File: config.mk
export PLATFORM = sky130hd
export DESIGN_NAME = fetch_stage_flat
export DESIGN_NICKNAME = d
export VERILOG_FILES = /design/src/rtl/fetch_stage_if.sv /design/src/rtl/fetch_stage.sv /design/src/flat_wrapper.sv
export SDC_FILE = /design/constraint.sdc
export NUM_CORES = 1
export LEC_CHECK = 0
export CORE_AREA = 2 2 143 131
export DETAILED_ROUTE_END_ITERATION = 8
export DIE_AREA = 0 0 145 133
export PLACE_DENSITY = 0.74
export RECOVER_POWER = 100
export SETUP_SLACK_MARGIN = 0.05
export SLEW_MARGIN = 40
export SYNTH_ARGS = -nofsm -noshare
export SYNTH_HDL_FRONTEND = slang
export SYNTH_SLANG_ARGS = --single-unit
export TNS_END_PERCENT = 100
File: constraint.sdc
create_clock -name clk -period 2.95 [get_ports clk]
set_input_delay 0.59 -clock clk [delete_from_list [all_inputs] [get_ports clk]]
set_output_delay 0.59 -clock clk [all_outputs]
set_load 0.02 [all_outputs]
File: src/rtl/fetch_stage_if.sv
// fetch_stage_if: instruction-memory request/response bus between fetch_stage and imem
//   req   master->slave  fetch request
//   addr  master->slave  fetch address, held while req=1 until ready=1
//   ready slave->master  response this cycle, rdata valid
//   rdata slave->master  fetched instruction
interface fetch_stage_if;
  logic        req;
  logic [31:0] addr;
  logic        ready;
  logic [31:0] rdata;
  modport master(output req, addr, input ready, rdata);
  modport slave(input req, addr, output ready, rdata);
endinterface

File: src/rtl/fetch_stage.sv
// fetch_stage: IF stage with PC, imem req/ready handshake and IF/ID pipeline register
//   clk, reset            clock, synchronous active-high reset
//   i_pc_write            0 = hold PC (hazard stall)
//   i_if_id_write         0 = hold IF/ID register (hazard stall)
//   i_flush               redirect fetch to i_branch_target, bubble IF/ID
//   i_branch_target       redirect address
//   imem                  fetch_stage_if.master instruction memory bus
//   o_if_id_instr/pc_plus4/valid  IF/ID register to decode
//   o_if_id_rs/rt         instr[25:21]/[20:16] for the hazard detector
//   FETCH_PERF_CNT_EN     adds saturating o_perf_stall_cyc/o_perf_flush_cnt/o_perf_imem_wait
module fetch_stage #(
  parameter logic [31:0] RESET_PC = 32'h0000_0000
`ifdef FETCH_PERF_CNT_EN
  , parameter int CNT_W = 32
`endif
) (
  input  logic                clk,
  input  logic                reset,
  input  logic                i_pc_write,
  input  logic                i_if_id_write,
  input  logic                i_flush,
  input  logic [31:0]         i_branch_target,
  fetch_stage_if.master       imem,
  output logic [31:0]         o_if_id_instr,
  output logic [31:0]         o_if_id_pc_plus4,
  output logic                o_if_id_valid,
  output logic [4:0]          o_if_id_rs,
  output logic [4:0]          o_if_id_rt
`ifdef FETCH_PERF_CNT_EN
  , output logic [CNT_W-1:0]  o_perf_stall_cyc,
  output logic [CNT_W-1:0]    o_perf_flush_cnt,
  output logic [CNT_W-1:0]    o_perf_imem_wait
`endif
);
  typedef enum logic [1:0] {FETCH, HOLD, DROP} state_t;
  state_t      r_state, w_state;
  logic [31:0] r_pc, w_pc, r_tgt, w_tgt;
  logic [31:0] r_buf_instr, w_buf_instr, r_buf_pc4, w_buf_pc4;
  logic [31:0] r_instr, w_instr, r_pc4, w_pc4;
  logic        r_valid, w_valid;
  logic        w_adv;
  logic [31:0] w_pc_inc;
  assign w_adv    = i_pc_write & i_if_id_write;
  assign w_pc_inc = r_pc + 32'd4;
  assign imem.req  = r_state != HOLD;
  assign imem.addr = r_pc;
  always_comb begin
    w_state     = r_state;
    w_pc        = r_pc;
    w_tgt       = r_tgt;
    w_buf_instr = r_buf_instr;
    w_buf_pc4   = r_buf_pc4;
    // once decode takes the slot and nothing new arrives it becomes a bubble
    w_instr     = i_if_id_write ? 32'h0 : r_instr;
    w_pc4       = i_if_id_write ? 32'h0 : r_pc4;
    w_valid     = i_if_id_write ? 1'b0 : r_valid;
    case (r_state)
      FETCH: begin
        if (i_flush) begin
          w_pc    = imem.ready ? i_branch_target : r_pc;
          w_tgt   = imem.ready ? r_tgt : i_branch_target;
          w_state = imem.ready ? FETCH : DROP;
        end else if (imem.ready && w_adv) begin
          w_instr = imem.rdata;
          w_pc4   = w_pc_inc;
          w_valid = 1'b1;
          w_pc    = w_pc_inc;
        end else if (imem.ready) begin
          w_buf_instr = imem.rdata;
          w_buf_pc4   = w_pc_inc;
          w_state     = HOLD;
        end
      end
      HOLD: begin
        if (i_flush) begin
          w_pc    = i_branch_target;
          w_state = FETCH;
        end else if (w_adv) begin
          w_instr = r_buf_instr;
          w_pc4   = r_buf_pc4;
          w_valid = 1'b1;
          w_pc    = w_pc_inc;
          w_state = FETCH;
        end
      end
      DROP: begin
        // the in-flight response is discarded; the newest flush target wins
        w_tgt = i_flush ? i_branch_target : r_tgt;
        if (imem.ready) begin
          w_pc    = i_flush ? i_branch_target : r_tgt;
          w_state = FETCH;
        end
      end
      default: w_state = FETCH;
    endcase
    if (i_flush) begin
      w_instr = 32'h0;
      w_pc4   = 32'h0;
      w_valid = 1'b0;
    end
  end
  always_ff @(posedge clk) begin
    if (reset) begin
      r_state     <= FETCH;
      r_pc        <= RESET_PC;
      r_tgt       <= 32'h0;
      r_buf_instr <= 32'h0;
      r_buf_pc4   <= 32'h0;
      r_instr     <= 32'h0;
      r_pc4       <= 32'h0;
      r_valid     <= 1'b0;
    end else begin
      r_state     <= w_state;
      r_pc        <= w_pc;
      r_tgt       <= w_tgt;
      r_buf_instr <= w_buf_instr;
      r_buf_pc4   <= w_buf_pc4;
      r_instr     <= w_instr;
      r_pc4       <= w_pc4;
      r_valid     <= w_valid;
    end
  end
  assign o_if_id_instr    = r_instr;
  assign o_if_id_pc_plus4 = r_pc4;
  assign o_if_id_valid    = r_valid;
  assign o_if_id_rs       = r_instr[25:21];
  assign o_if_id_rt       = r_instr[20:16];
`ifdef FETCH_PERF_CNT_EN
  logic [CNT_W-1:0] r_stall_cyc, r_flush_cnt, r_imem_wait;
  always_ff @(posedge clk) begin
    if (reset) begin
      r_stall_cyc <= '0;
      r_flush_cnt <= '0;
      r_imem_wait <= '0;
    end else begin
      if (!i_if_id_write && !(&r_stall_cyc)) r_stall_cyc <= r_stall_cyc + 1'b1;
      if (i_flush && !(&r_flush_cnt)) r_flush_cnt <= r_flush_cnt + 1'b1;
      if (imem.req && !imem.ready && !(&r_imem_wait)) r_imem_wait <= r_imem_wait + 1'b1;
    end
  end
  assign o_perf_stall_cyc = r_stall_cyc;
  assign o_perf_flush_cnt = r_flush_cnt;
  assign o_perf_imem_wait = r_imem_wait;
`endif
endmodule

File: src/flat_wrapper.sv
// flat-port wrapper written by rule: the top's interface ports become plain ports
module fetch_stage_flat 
#(
  parameter logic [31:0] RESET_PC = 32'h0000_0000

)
  (clk, reset, i_pc_write, i_if_id_write, i_flush, i_branch_target, o_if_id_instr, o_if_id_pc_plus4, o_if_id_valid, o_if_id_rs, o_if_id_rt, imem_req, imem_addr, imem_ready, imem_rdata);
  fetch_stage_if imem_i ();
  input  logic clk;
  input  logic reset;
  input  logic i_pc_write;
  input  logic i_if_id_write;
  input  logic i_flush;
  input  logic [31:0] i_branch_target;
  output logic [31:0] o_if_id_instr;
  output logic [31:0] o_if_id_pc_plus4;
  output logic o_if_id_valid;
  output logic [4:0] o_if_id_rs;
  output logic [4:0] o_if_id_rt;
  output wire logic [$bits(imem_i.req)-1:0] imem_req;
  output wire logic [$bits(imem_i.addr)-1:0] imem_addr;
  input wire logic [$bits(imem_i.ready)-1:0] imem_ready;
  input wire logic [$bits(imem_i.rdata)-1:0] imem_rdata;
  assign imem_req = imem_i.req;
  assign imem_addr = imem_i.addr;
  assign imem_i.ready = imem_ready;
  assign imem_i.rdata = imem_rdata;
  fetch_stage #(.RESET_PC(RESET_PC)) u_core (.clk(clk), .reset(reset), .i_pc_write(i_pc_write), .i_if_id_write(i_if_id_write), .i_flush(i_flush), .i_branch_target(i_branch_target), .imem(imem_i), .o_if_id_instr(o_if_id_instr), .o_if_id_pc_plus4(o_if_id_pc_plus4), .o_if_id_valid(o_if_id_valid), .o_if_id_rs(o_if_id_rs), .o_if_id_rt(o_if_id_rt));
endmodule
==> impl_metrics.py, run 1 <==
metrics = {
    "power": {
        "peakVddDrop_uv": 402,
        "intPower_w": 0.00428,
        "p_sw_w": 0.00168,
        "p_seq_frac": 0.475,
        "combPwrFrac": 0.135,
        "swShare": 0.281,
        "p_leak_nw": 4.13,
        "p_per_area_nw_per_um2": 529,
        "clkPwrFrac": 0.389,
    },
    "floorplan": {
        "rows": 47,
        "die_h_um": 133,
        "die_w_um": 145,
        "core-area_um2": 17900,
        "dieArea_um2": 19300,
        "io_pins": 178,
        "start_util": 0.491,
    },
    "placement": {
        "dp_hpwl_um": 17900,
        "dp.cells": 1435,
        "io_buffers": 177,
        "gp_congestion": 0.873,
    },
    "critical_path": {
        "path_max_fanout": 27,
        "critPathCapture": "u_core.o_if_id_pc_plus4[16]",
        "arrival_ns": 3.05,
        "path_class": "in2reg",
        "reg2reg_slack_ns": 0.35,
        "timing.rr.start": "u_core.imem.addr[3]",
        "critPathCaptureType": "flip-flop",
        "cp.required_ns": 3.30,
        "reg2reg_depth": 6,
        "crit_start": "i_if_id_write",
        "r2r-end": "u_core.imem.addr[30]",
        "start_kind": "primary input",
    },
    "timing": {
        "rsz0062_at_grt": "false",
        "tightest_slew_ns": 1.02,
        "finalSetupTns_ns": 0,
        "timing.final.crit_share": 0.916,
        "fmaxAchievable_mhz": 370,
        "clock_skew_ns": 0.0101,
        "finalHoldViolCount": 0,
        "fin_crit_ns": 2.70,
        "finalSetupViolCount": 0,
        "slew_violations": 0,
        "max_slew_margin": 0.318,
    },
    "cells_and_area": {
        "multi_input_area_um2": 4330,
        "drive_above_1_share": 0.0728,
        "fillers": 1590,
        "n_antenna_cell": 0,
        "finalNetCount": 1280,
        "regArea_um2": 3900,
        "instances_no_fill": 1467,
        "synthToLayoutAreaGrowth_pct": 27.8,
    },
    "synth": {
        "ys_seq_elements": 195,
        "synth_enable_flop_cells": 0,
        "yosysTopAreaCellShare": 0.443,
        "synthDistinctLibCells": 63,
        "synth_area_leader_cell": "dfxtp_1",
        "synth_area_um2": 8810,
        "synth_nets": 1156,
        "yosysWarnings": 0,
        "synth_area_leaders": "dfxtp_1, nand2_1, a21oi_1",
        "avgSynthCellArea_um2": 8.12,
        "syn_inst": 1085,
        "ys.flop_type": "dfxtp_1",
        "synth-seq-area-share": 0.443,
        "synthArstFlopShare": 0,
    },
    "global_route": {
        "antenna_found_initial": 1,
        "overflow": 0,
        "grt_max_degree": 59,
        "track_usage": 0.275,
        "grt_pass1_wl_um": 43100,
        "first_global_vias": 8165,
    },
    "clock_tree": {
        "post_cts_buffers": 0,
        "cts_tree": "built",
        "cts.htree.levels": 4,
        "cts_buffer_depth": 2,
        "cts.clk_slew.worst_paths_ns": 0.07,
        "numClockSinks": 195,
        "clk_root_buffer_cell": "clkbuf_16",
        "clk_latency_ns": 0.44,
        "hold_buffers": 0,
        "cts_resized": 0,
        "cts_buffers": 17,
    },
    "drt": {
        "routedWlPerCell_um": 18.2,
        "avgViaCountPerCell": 5.92,
        "ant_nets": 0,
        "drt_iter0_drc": 912,
        "drt-total-wl_um": 26700,
        "route.detailed.drc": 0,
        "dr.pass1.iters": 8,
        "num_vias": 8691,
    },
    "hold_path": {
        "min_from": "u_core.r_tgt[5]",
        "holdCritPathClass": "reg2reg",
    },
    "run": {
        "drv_cap": 0,
    },
    "outcome": {
        "outcome": "completed",
    },
}
[how the worst min path moves through the flow]
stage | end | slack, ns | cells after the start
floorplan | u_core.r_tgt[17] | 0.43 | 2
global placement | u_core.r_tgt[9] | 0.44 | 2
detailed placement | u_core.r_tgt[6] | 0.44 | 2
CTS | u_core.r_tgt[6] | 0.46 | 2
global route | u_core.r_tgt[28] | 0.47 | 2
finish | u_core.r_tgt[5] | 0.45 | 2
[power by group through the flow]
| stage | Combinational (W) | Clock [W] | Sequential, W |
|---|---|---|---|
| after floorplan | 0.000434 | 0 | 0.00291 |
| after global placement | 0.000818 | 0 | 0.00289 |
| after detailed placement | 0.000828 | 0 | 0.00289 |
| after CTS | 0.000833 | 0.00235 | 0.00283 |
| after global routing | 0.000880 | 0.00244 | 0.00285 |
| final | 0.000806 | 0.00232 | 0.00283 |
[kinds of logic after synthesis]
family / after synthesis / synth area share
simple gates: 438 / 0.231
flops: 195 / 0.443
buf+inv: 122 / 0.0622
xor+xnor: 23 / 0.0229
fa+ha+maj: 1 / 0.00142
compound gates: 298 / 0.230
mux: 8 / 0.00937
[sequential cells by signal, summed over array words and instances, names as in the netlist]
| name | count |
|---|---|
| u_core.imem.addr | 32 |
| u_core.o_if_id_instr | 32 |
| u_core.o_if_id_pc_plus4 | 32 |
| u_core.r_buf_instr | 32 |
| u_core.r_buf_pc4 | 32 |
| u_core.r_tgt | 32 |
| u_core.r_state | 2 |
| u_core.o_if_id_valid | 1 |
[metrics by stage]
stage                util  power, W  cell area [um2]  hold WS [ns]  worst slack, ns
floorplan               -   0.00334             8810         0.432            0.899
global placement    0.602   0.00371            10800         0.437            0.410
detailed placement  0.602   0.00372            10800         0.445            0.403
CTS                 0.635   0.00601            11400         0.455            0.402
global route        0.628   0.00617            11300         0.474            0.188
finish              0.628   0.00596            11300         0.453            0.247
[Yosys cell counts (4+ instances only)]
cell      instances
nor2_1          116
a21oi_1         116
a31oi_1           5
buf_4            16
o32ai_1           8
a222oi_1         43
o221ai_1          8
a21o_1            4
xnor2_1          14
o21ai_1           8
buf_2            18
nand3_1          28
inv_1            10
a22o_1            5
dfxtp_1         195
xor2_1            9
a22oi_1          10
o22ai_1          12
nand2_1         189
nand2b_1          6
clkbuf_1         69
or3_1             7
nor4_1            9
nand4_1          13
nor3_2            4
o21ai_0          24
and3_1            9
buf_1             8
mux2i_1           6
a211oi_1         24
o31a_1            7
nor3_1           30
[worst max-delay path: stages]
cell           delay [ns]
dlygate4sd3_1        0.62
clkbuf_1             0.21
inv_1                0.78
clkbuf_1             0.51
a21oi_1              0.09
o32ai_1              0.24
[cells in the final DEF, fill, tap and decap left out, drive strengths merged, types with 6 or more instances in the layout]
cell type,instances
o21ai,32
nand3,28
a211oi,26
dlygate4sd3,110
clkdlybuf4s50,65
mux2i,6
a22oi,10
nor4,14
nand4,16
o32ai,8
xor2,9
o22ai,12
and3,9
dfxtp,195
clkbuf,29
buf,31
nand2,189
or3,7
a222oi,43
a21oi,116
nand2b,6
o31a,7
xnor2,14
nor3,35
inv,15
o221ai,8
nor2,118
[layout make-up]
cell class,instances,area share
tap,245,0.0272
sequential,195,0.347
multi-input combinational,768,0.384
timing repair buffer,217,0.186
clock inverter,14,0.0132
clock buffer,18,0.0390
inverter,10,0.00333
[metal layers]
| layer | up-vias | global-route usage | wire length (um) |
|---|---|---|---|
| li1 | 4169 | - | - |
| met1 | 4133 | 0.383 | 11600 |
| met2 | 337 | 0.430 | 12500 |
| met3 | 52 | 0.0445 | 1820 |
| met4 | 0 | 0.103 | 745 |
| met5 | - | 0 | 0 |
No activity file was read; power rests on OpenSTA's default activity.
==> inputs of run 2 (changes only) <==
Settings changed: HOLD_SLACK_MARGIN set to 0.02.
==> results of run 2 <==
Same layout as run 1: the final DEF is identical, and so are final timing and power.
==> inputs of run 3 (changes only) <==
Settings changed: CTS_CLUSTER_DIAMETER set to 200.
==> results of run 3 <==
Same layout as run 1: the final DEF is identical, and so are final timing and power.
